File: config.mk
export PLATFORM = sky130hd
export DESIGN_NAME = mem_port_arbiter_flat
export DESIGN_NICKNAME = d
export VERILOG_FILES = /design/src/rtl/mem_arb_pkg.sv /design/src/rtl/mem_port_arbiter_if.sv /design/src/rtl/mem_port_arbiter.sv /design/src/flat_wrapper.sv
export SDC_FILE = /design/constraint.sdc
export NUM_CORES = 1
export LEC_CHECK = 0
export BUFFER_PORTS_ARGS = -buffer_cell sky130_fd_sc_hd__buf_2
export CAP_MARGIN = 10
export CORE_ASPECT_RATIO = 1.4
export CORE_MARGIN = 2
export CORE_UTILIZATION = 30
export CTS_BUF_LIST = sky130_fd_sc_hd__clkbuf_8
export DETAILED_ROUTE_END_ITERATION = 10
export HOLD_SLACK_MARGIN = 0.02
export SLEW_MARGIN = 40
export SYNTH_ARGS = -nofsm -noshare
export SYNTH_HDL_FRONTEND = slang
export SYNTH_SLANG_ARGS = --single-unit
File: constraint.sdc
create_clock -name clk -period 2.73 [get_ports clk]
set_input_delay 0.546 -clock clk [delete_from_list [all_inputs] [get_ports clk]]
set_output_delay 0.546 -clock clk [all_outputs]
set_load 0.005 [all_outputs]
File: src/rtl/mem_arb_pkg.sv
`timescale 1ns/1ps
`default_nettype none
// ============================================================================
// Module      : mem_arb_pkg
// Description : Shared types and default widths for the memory port arbiter.
// Revision    : 1.0 - initial release
// ============================================================================
package mem_arb_pkg;

    localparam int DEF_ADDR_W      = 22;
    localparam int DEF_DATA_W      = 32;
    localparam int DEF_ACK_TIMEOUT = 64;

    typedef enum logic [1:0] {
        IDLE    = 2'd0,
        MEM_ACC = 2'd1,
        IF_ACC  = 2'd2,
        DONE    = 2'd3
    } arb_state_t;

    typedef enum logic {
        OWN_IF  = 1'b0,
        OWN_MEM = 1'b1
    } arb_owner_t;

    // MEM wins unless it won last time and fetch is also waiting.
    function automatic logic grant_mem(input logic mem_req,
                                       input logic if_req,
                                       input logic last_was_mem);
        return mem_req & (~last_was_mem | ~if_req);
    endfunction

endpackage : mem_arb_pkg
`default_nettype wire

File: src/rtl/mem_port_arbiter_if.sv
`timescale 1ns/1ps
`default_nettype none
// ============================================================================
// Module      : mem_port_arbiter_if
// Description : Fetch, data-stage and memory-side signals of the arbiter.
// Revision    : 1.0 - initial release
// ============================================================================
interface mem_port_arbiter_if
    import mem_arb_pkg::*;
#(
    parameter int ADDR_W = DEF_ADDR_W,
    parameter int DATA_W = DEF_DATA_W
) ();

    logic              hlt;

    logic              if_req;
    logic [ADDR_W-1:0] if_addr;
    logic [DATA_W-1:0] if_rdata;
    logic              if_rdy;

    logic              mem_re;
    logic              mem_we;
    logic [ADDR_W-1:0] mem_addr;
    logic [DATA_W-1:0] mem_wdata;
    logic [DATA_W-1:0] mem_rdata;
    logic              mem_rdy;

    logic              ram_en;
    logic              ram_we;
    logic [ADDR_W-1:0] ram_addr;
    logic [DATA_W-1:0] ram_wdata;
    logic [DATA_W-1:0] ram_rdata;
    logic              ram_ack;

    logic              stall_fetch;
    logic              stall_pipe;
    logic              mem_err;

    // Arbiter view: masters the memory bus, answers the pipeline.
    modport master (
        input  hlt,
        input  if_req, if_addr,
        output if_rdata, if_rdy,
        input  mem_re, mem_we, mem_addr, mem_wdata,
        output mem_rdata, mem_rdy,
        output ram_en, ram_we, ram_addr, ram_wdata,
        input  ram_rdata, ram_ack,
        output stall_fetch, stall_pipe, mem_err
    );

    // Environment view: pipeline stages plus the memory itself.
    modport slave (
        output hlt,
        output if_req, if_addr,
        input  if_rdata, if_rdy,
        output mem_re, mem_we, mem_addr, mem_wdata,
        input  mem_rdata, mem_rdy,
        input  ram_en, ram_we, ram_addr, ram_wdata,
        output ram_rdata, ram_ack,
        input  stall_fetch, stall_pipe, mem_err
    );

endinterface : mem_port_arbiter_if
`default_nettype wire

File: src/rtl/mem_port_arbiter.sv
`timescale 1ns/1ps
`default_nettype none
// ============================================================================
// Module      : mem_port_arbiter
// Description : Shares one memory port between instruction fetch and the MEM
//               stage, with fair alternation, pipeline stalls and ack timeout.
// Revision    : 1.0 - initial release
// ============================================================================
module mem_port_arbiter
    import mem_arb_pkg::*;
#(
    parameter int ADDR_W      = DEF_ADDR_W,
    parameter int DATA_W      = DEF_DATA_W,
    parameter int ACK_TIMEOUT = DEF_ACK_TIMEOUT
) (
    input  wire                clk,
    input  wire                rst_n,
    mem_port_arbiter_if.master bus
);

    localparam int               CNT_W     = $clog2(ACK_TIMEOUT + 1);
    localparam logic [CNT_W-1:0] CNT_LIMIT = CNT_W'(ACK_TIMEOUT);

    arb_state_t        state_q, state_d;
    arb_owner_t        owner_q, owner_d;
    logic              last_was_mem_q, last_was_mem_d;
    logic [CNT_W-1:0]  cnt_q, cnt_d;
    logic              ram_en_q, ram_en_d;
    logic              ram_we_q, ram_we_d;
    logic [ADDR_W-1:0] ram_addr_q, ram_addr_d;
    logic [DATA_W-1:0] ram_wdata_q, ram_wdata_d;
    logic [DATA_W-1:0] if_rdata_q, if_rdata_d;
    logic [DATA_W-1:0] mem_rdata_q, mem_rdata_d;
    logic              mem_err_q, mem_err_d;

    logic              w_mem_req;
    logic [CNT_W-1:0]  w_cnt_inc;
    logic              w_timeout;
    logic [DATA_W-1:0] w_cap_data;
    logic              w_if_rdy;
    logic              w_mem_rdy;
    logic              w_stall_pipe;

    assign w_mem_req  = bus.mem_re | bus.mem_we;
    assign w_cnt_inc  = cnt_q + CNT_W'(1);
    assign w_timeout  = (w_cnt_inc == CNT_LIMIT);
    // An aborted access returns zero instead of whatever is on the bus.
    assign w_cap_data = bus.ram_ack ? bus.ram_rdata : '0;

    always_comb begin
        state_d        = state_q;
        owner_d        = owner_q;
        last_was_mem_d = last_was_mem_q;
        cnt_d          = cnt_q;
        ram_en_d       = ram_en_q;
        ram_we_d       = ram_we_q;
        ram_addr_d     = ram_addr_q;
        ram_wdata_d    = ram_wdata_q;
        if_rdata_d     = if_rdata_q;
        mem_rdata_d    = mem_rdata_q;
        mem_err_d      = mem_err_q;

        case (state_q)
            IDLE: begin
                if (!bus.hlt) begin
                    if (grant_mem(w_mem_req, bus.if_req, last_was_mem_q)) begin
                        state_d        = MEM_ACC;
                        owner_d        = OWN_MEM;
                        last_was_mem_d = 1'b1;
                        cnt_d          = '0;
                        ram_en_d       = 1'b1;
                        ram_we_d       = bus.mem_we;
                        ram_addr_d     = bus.mem_addr;
                        ram_wdata_d    = bus.mem_wdata;
                    end else if (bus.if_req) begin
                        state_d        = IF_ACC;
                        owner_d        = OWN_IF;
                        last_was_mem_d = 1'b0;
                        cnt_d          = '0;
                        ram_en_d       = 1'b1;
                        ram_we_d       = 1'b0;
                        ram_addr_d     = bus.if_addr;
                    end
                end
            end

            MEM_ACC, IF_ACC: begin
                if (bus.ram_ack || w_timeout) begin
                    state_d  = DONE;
                    ram_en_d = 1'b0;
                    ram_we_d = 1'b0;
                    if (state_q == IF_ACC) begin
                        if_rdata_d = w_cap_data;
                    end else if (!ram_we_q) begin
                        mem_rdata_d = w_cap_data;
                    end
                    if (!bus.ram_ack) begin
                        mem_err_d = 1'b1;
                    end
                end else begin
                    cnt_d = w_cnt_inc;
                end
            end

            // The requester still sees its request here; skipping the grant
            // keeps the same access from being issued twice.
            DONE: begin
                state_d = IDLE;
            end

            default: begin
                state_d = IDLE;
            end
        endcase
    end

    always_ff @(posedge clk or negedge rst_n) begin
        if (!rst_n) begin
            state_q        <= IDLE;
            owner_q        <= OWN_IF;
            last_was_mem_q <= 1'b0;
            cnt_q          <= '0;
            ram_en_q       <= 1'b0;
            ram_we_q       <= 1'b0;
            ram_addr_q     <= '0;
            ram_wdata_q    <= '0;
            if_rdata_q     <= '0;
            mem_rdata_q    <= '0;
            mem_err_q      <= 1'b0;
        end else begin
            state_q        <= state_d;
            owner_q        <= owner_d;
            last_was_mem_q <= last_was_mem_d;
            cnt_q          <= cnt_d;
            ram_en_q       <= ram_en_d;
            ram_we_q       <= ram_we_d;
            ram_addr_q     <= ram_addr_d;
            ram_wdata_q    <= ram_wdata_d;
            if_rdata_q     <= if_rdata_d;
            mem_rdata_q    <= mem_rdata_d;
            mem_err_q      <= mem_err_d;
        end
    end

    assign w_if_rdy  = (state_q == DONE) && (owner_q == OWN_IF);
    assign w_mem_rdy = (state_q == DONE) && (owner_q == OWN_MEM);

    // Stalls are gated by reset so the pipeline is released while held.
    assign w_stall_pipe = rst_n & w_mem_req & ~w_mem_rdy;

    assign bus.if_rdy      = w_if_rdy;
    assign bus.mem_rdy     = w_mem_rdy;
    assign bus.if_rdata    = if_rdata_q;
    assign bus.mem_rdata   = mem_rdata_q;
    assign bus.ram_en      = ram_en_q;
    assign bus.ram_we      = ram_we_q;
    assign bus.ram_addr    = ram_addr_q;
    assign bus.ram_wdata   = ram_wdata_q;
    assign bus.mem_err     = mem_err_q;
    assign bus.stall_pipe  = w_stall_pipe;
    assign bus.stall_fetch = w_stall_pipe | (rst_n & bus.if_req & ~w_if_rdy);

endmodule : mem_port_arbiter
`default_nettype wire

File: src/flat_wrapper.sv
// flat-port wrapper written by rule: the top's interface ports become plain ports
module mem_port_arbiter_flat import mem_arb_pkg::*;
#(
    parameter int ADDR_W      = DEF_ADDR_W,
    parameter int DATA_W      = DEF_DATA_W,
    parameter int ACK_TIMEOUT = DEF_ACK_TIMEOUT
)
  (clk, rst_n, bus_hlt, bus_if_req, bus_if_addr, bus_if_rdata, bus_if_rdy, bus_mem_re, bus_mem_we, bus_mem_addr, bus_mem_wdata, bus_mem_rdata, bus_mem_rdy, bus_ram_en, bus_ram_we, bus_ram_addr, bus_ram_wdata, bus_ram_rdata, bus_ram_ack, bus_stall_fetch, bus_stall_pipe, bus_mem_err);
  mem_port_arbiter_if #(.ADDR_W(ADDR_W), .DATA_W(DATA_W)) bus_i ();
  input  wire clk;
  input  wire rst_n;
  input wire logic [$bits(bus_i.hlt)-1:0] bus_hlt;
  input wire logic [$bits(bus_i.if_req)-1:0] bus_if_req;
  input wire logic [$bits(bus_i.if_addr)-1:0] bus_if_addr;
  output wire logic [$bits(bus_i.if_rdata)-1:0] bus_if_rdata;
  output wire logic [$bits(bus_i.if_rdy)-1:0] bus_if_rdy;
  input wire logic [$bits(bus_i.mem_re)-1:0] bus_mem_re;
  input wire logic [$bits(bus_i.mem_we)-1:0] bus_mem_we;
  input wire logic [$bits(bus_i.mem_addr)-1:0] bus_mem_addr;
  input wire logic [$bits(bus_i.mem_wdata)-1:0] bus_mem_wdata;
  output wire logic [$bits(bus_i.mem_rdata)-1:0] bus_mem_rdata;
  output wire logic [$bits(bus_i.mem_rdy)-1:0] bus_mem_rdy;
  output wire logic [$bits(bus_i.ram_en)-1:0] bus_ram_en;
  output wire logic [$bits(bus_i.ram_we)-1:0] bus_ram_we;
  output wire logic [$bits(bus_i.ram_addr)-1:0] bus_ram_addr;
  output wire logic [$bits(bus_i.ram_wdata)-1:0] bus_ram_wdata;
  input wire logic [$bits(bus_i.ram_rdata)-1:0] bus_ram_rdata;
  input wire logic [$bits(bus_i.ram_ack)-1:0] bus_ram_ack;
  output wire logic [$bits(bus_i.stall_fetch)-1:0] bus_stall_fetch;
  output wire logic [$bits(bus_i.stall_pipe)-1:0] bus_stall_pipe;
  output wire logic [$bits(bus_i.mem_err)-1:0] bus_mem_err;
  assign bus_i.hlt = bus_hlt;
  assign bus_i.if_req = bus_if_req;
  assign bus_i.if_addr = bus_if_addr;
  assign bus_if_rdata = bus_i.if_rdata;
  assign bus_if_rdy = bus_i.if_rdy;
  assign bus_i.mem_re = bus_mem_re;
  assign bus_i.mem_we = bus_mem_we;
  assign bus_i.mem_addr = bus_mem_addr;
  assign bus_i.mem_wdata = bus_mem_wdata;
  assign bus_mem_rdata = bus_i.mem_rdata;
  assign bus_mem_rdy = bus_i.mem_rdy;
  assign bus_ram_en = bus_i.ram_en;
  assign bus_ram_we = bus_i.ram_we;
  assign bus_ram_addr = bus_i.ram_addr;
  assign bus_ram_wdata = bus_i.ram_wdata;
  assign bus_i.ram_rdata = bus_ram_rdata;
  assign bus_i.ram_ack = bus_ram_ack;
  assign bus_stall_fetch = bus_i.stall_fetch;
  assign bus_stall_pipe = bus_i.stall_pipe;
  assign bus_mem_err = bus_i.mem_err;
  mem_port_arbiter #(.ADDR_W(ADDR_W), .DATA_W(DATA_W), .ACK_TIMEOUT(ACK_TIMEOUT)) u_core (.clk(clk), .rst_n(rst_n), .bus(bus_i));
endmodule
==> metrics.cfg <==
[run_status]
run_status=finished, final reports clean

[critical_path]
crit_path_frequent_cell=nand3_4
path_class=reg -> reg
crit_chain=ha_1 > inv_1 > or4_4 > nand3_4 > nand3_4 > a22o_2
critPathMaxFanout=32
critPathMaxStageDelay_ps=570
crit_required_ps=3050
reg2reg_depth=6
arrival_ps=2720
startpoint_type=register
worst_setup_path_end_kind=register
slowest_stage=or4_4

[placement]
post_dp_cell_area_sq_um=6790
place_hpwl_um=10100
gp_congestion=0.827
io_buffer_count=239

[route]
wl_per_cell_um=15.5
first_pass_iters=4
dr_wl_met2_um=7360
via_per_inst=4.72
wl_um=14400
drt-initial-drc-count=225
wl_met1_um=5850
route.antenna.remaining_nets=0
num_vias=4389
wl_met3_um=1020
drc=0
top_layer_used=met4

[clock_tree]
numCtsBuffers=17
htree_levels=4
path_clk_slew_ps=80
cts_sinks=131
cts_tree=done
insertion_delay_ps=430
cts-root-buf=clkbuf_8
cts_buffer_depth=2

[sta]
setup_violations=0
slew_headroom_pct=48.8
slew_viol_final=0
min_period_over_period_pct=88.2
tns_ps=0
clock_skew_ps=11.4
min_period_ps=2410
hold_viol_final=0
rsz0062_at_grt=no
max_freq_mhz=415
max_slew.worst_pin.slew_ps=762

[floorplanning]
start_util_pct=30.3
die_x_um=117
ios=240
core_area_sq_um=17800
dieArea_sq_um=19100
fp-row-count=58
die_height_um=163

[synth]
synth_nets=555
synth_edf_count=0
syn_area_sq_um=5390
synth_area_leaders=dfrtp_1, a22o_1, mux2_2
synth_cells=434
yosys.area.top_type=dfrtp_1
synth_top_cell_area_share_pct=60.9
yosysWarnings=0
avgSynthCellArea_sq_um=12.4
synthArstFlopShare_pct=100
ys.flop_type=dfrtp_1
seq_area_frac_synth_pct=60.9
synth-seq-cells=131
ys_types=40

[grt]
grt_pass1_wl_um=22300
grt_overflow=0
antenna_found_initial=0
grt_pass1_vias=4358
grt_max_degree=79
gr-usage-all-layers_pct=15.1

[layout]
fillers=1757
postLayoutCoreUtil_pct=40.6
most-common-layout-cells=buf_2, dfrtp_1, a22o_1
post-route-cell-area_sq_um=7220
register_area_sq_um=3280
antennaDiodeCount=0
multi_input_area_sq_um=1900
final_common_cell=buf_2
nets=798
area_growth_pct=34.0
drive_above_1_share_pct=47.5

[min_path]
min_path_type=in -> reg
holdPathStages=2

[job]
max-cap-violations=0

[power]
vdd.ir_drop.worst_mv=0.553
p_leak_nw=3.68
p_per_area_nw_per_um2=1160

==> Yosys cell counts, types with 2 or more instances <==
cell type    n
o21ai_1      4
clkbuf_8     4
nor2_1      29
nand3_4      2
buf_6        7
or4_1        2
or4_2        2
a31oi_1     25
clkbuf_1    13
buf_2        3
o21a_1       3
a22o_1      63
ha_1         6
inv_1        7
o22a_1       2
a22o_2       2
mux2_2      32
o31ai_1      3
a21oi_1      5
dfrtp_1    131
o21ai_0      7
o211ai_1     2
nand2_1     57
nand3_1      7
==> worst max-delay path: cells and delay by family (launching register included) <==
kind | cells | cell delay, ps
and+or+nand+nor | 3 | 1170
DFF | 1 | 420
AOI/OAI and AO/OA | 1 | 350
adders and majority gates | 1 | 260
buffers and inverters | 1 | 90
==> area by class of cell <==
type / instances / share of cell area (%)
multi-input cells: 269 / 26.3
flip-flops and latches: 131 / 45.4
well taps: 240 / 4.16
clock inverters: 15 / 2.50
inverters: 7 / 0.364
clock buffers: 17 / 3.24
repair buffers: 251 / 18.0
==> power breakdown <==
group | switching [mW] | internal (mW)
Sequential | 0.510 | 2.86
Combinational | 1.61 | 1.66
Clock | 0.813 | 0.912
Total | 2.94 | 5.43
==> metal layers <==
metal | global-route usage [%] | vias to the layer above
li1 | - | 2082
met2 | 26.5 | 177
met4 | 4.22 | 0
met1 | 17.6 | 2118
met3 | 4.54 | 12
met5 | 0 | -
==> worst paths after layout <==
kind	endpoint	from	slack, ps
max in group asynchronous	u_core.bus.if_rdata[6]	rst_n	1330
min	u_core.bus.ram_wdata[10]	bus_mem_wdata[10]	340
min in group asynchronous	u_core.owner_q	rst_n	510
max	u_core.bus.mem_rdata[0]	u_core.cnt_q[0]	320
min reg2reg	u_core.bus.mem_err	u_core.bus.mem_err	470
max reg2reg	u_core.bus.mem_rdata[0]	u_core.cnt_q[0]	320
==> timing repair <==
| item | 4_1_cts | 5_1_grt |
|---|---|---|
| hold buffers | 1 | 0 |
| setup buffers | 0 | 0 |
| resized for setup | 0 | 0 |
| hold endpoints to repair | 1 | 0 |
==> cell families (layout without fill, tap and decap cells) <==
logic type                 after synthesis  count (layout)  share of synthesized area [%]
AOI/OAI and AO/OA                      119             119                           16.9
buffers and inverters                   34             290                           4.16
and+or+nand+nor                        111             111                           9.80
muxes                                   33              33                           6.88
adders and majority gates                6               6                           1.39
DFF                                    131             131                           60.9
==> through the flow <==
stage          hold slack, ps  setup slack (ps)  instances  power, mW
2_1_floorplan             250               805        434       5.33
6_report                  337               323        930       8.36
4_1_cts                   293               318        930       8.50
3_5_place_dp              341               335        897       6.72
5_1_grt                   296               194        930       9.03
3_3_place_gp              337               367        897       6.68
==> sequential cells by signal, indices dropped and copies added, names as in the netlist, 2 cells and up <==
register and count:
u_core.bus.if_rdata 32, u_core.bus.mem_rdata 32, u_core.bus.ram_wdata 32, u_core.bus.ram_addr 22, u_core.cnt_q 7, u_core.state_q 2
Power figures use the tool's default switching activity.
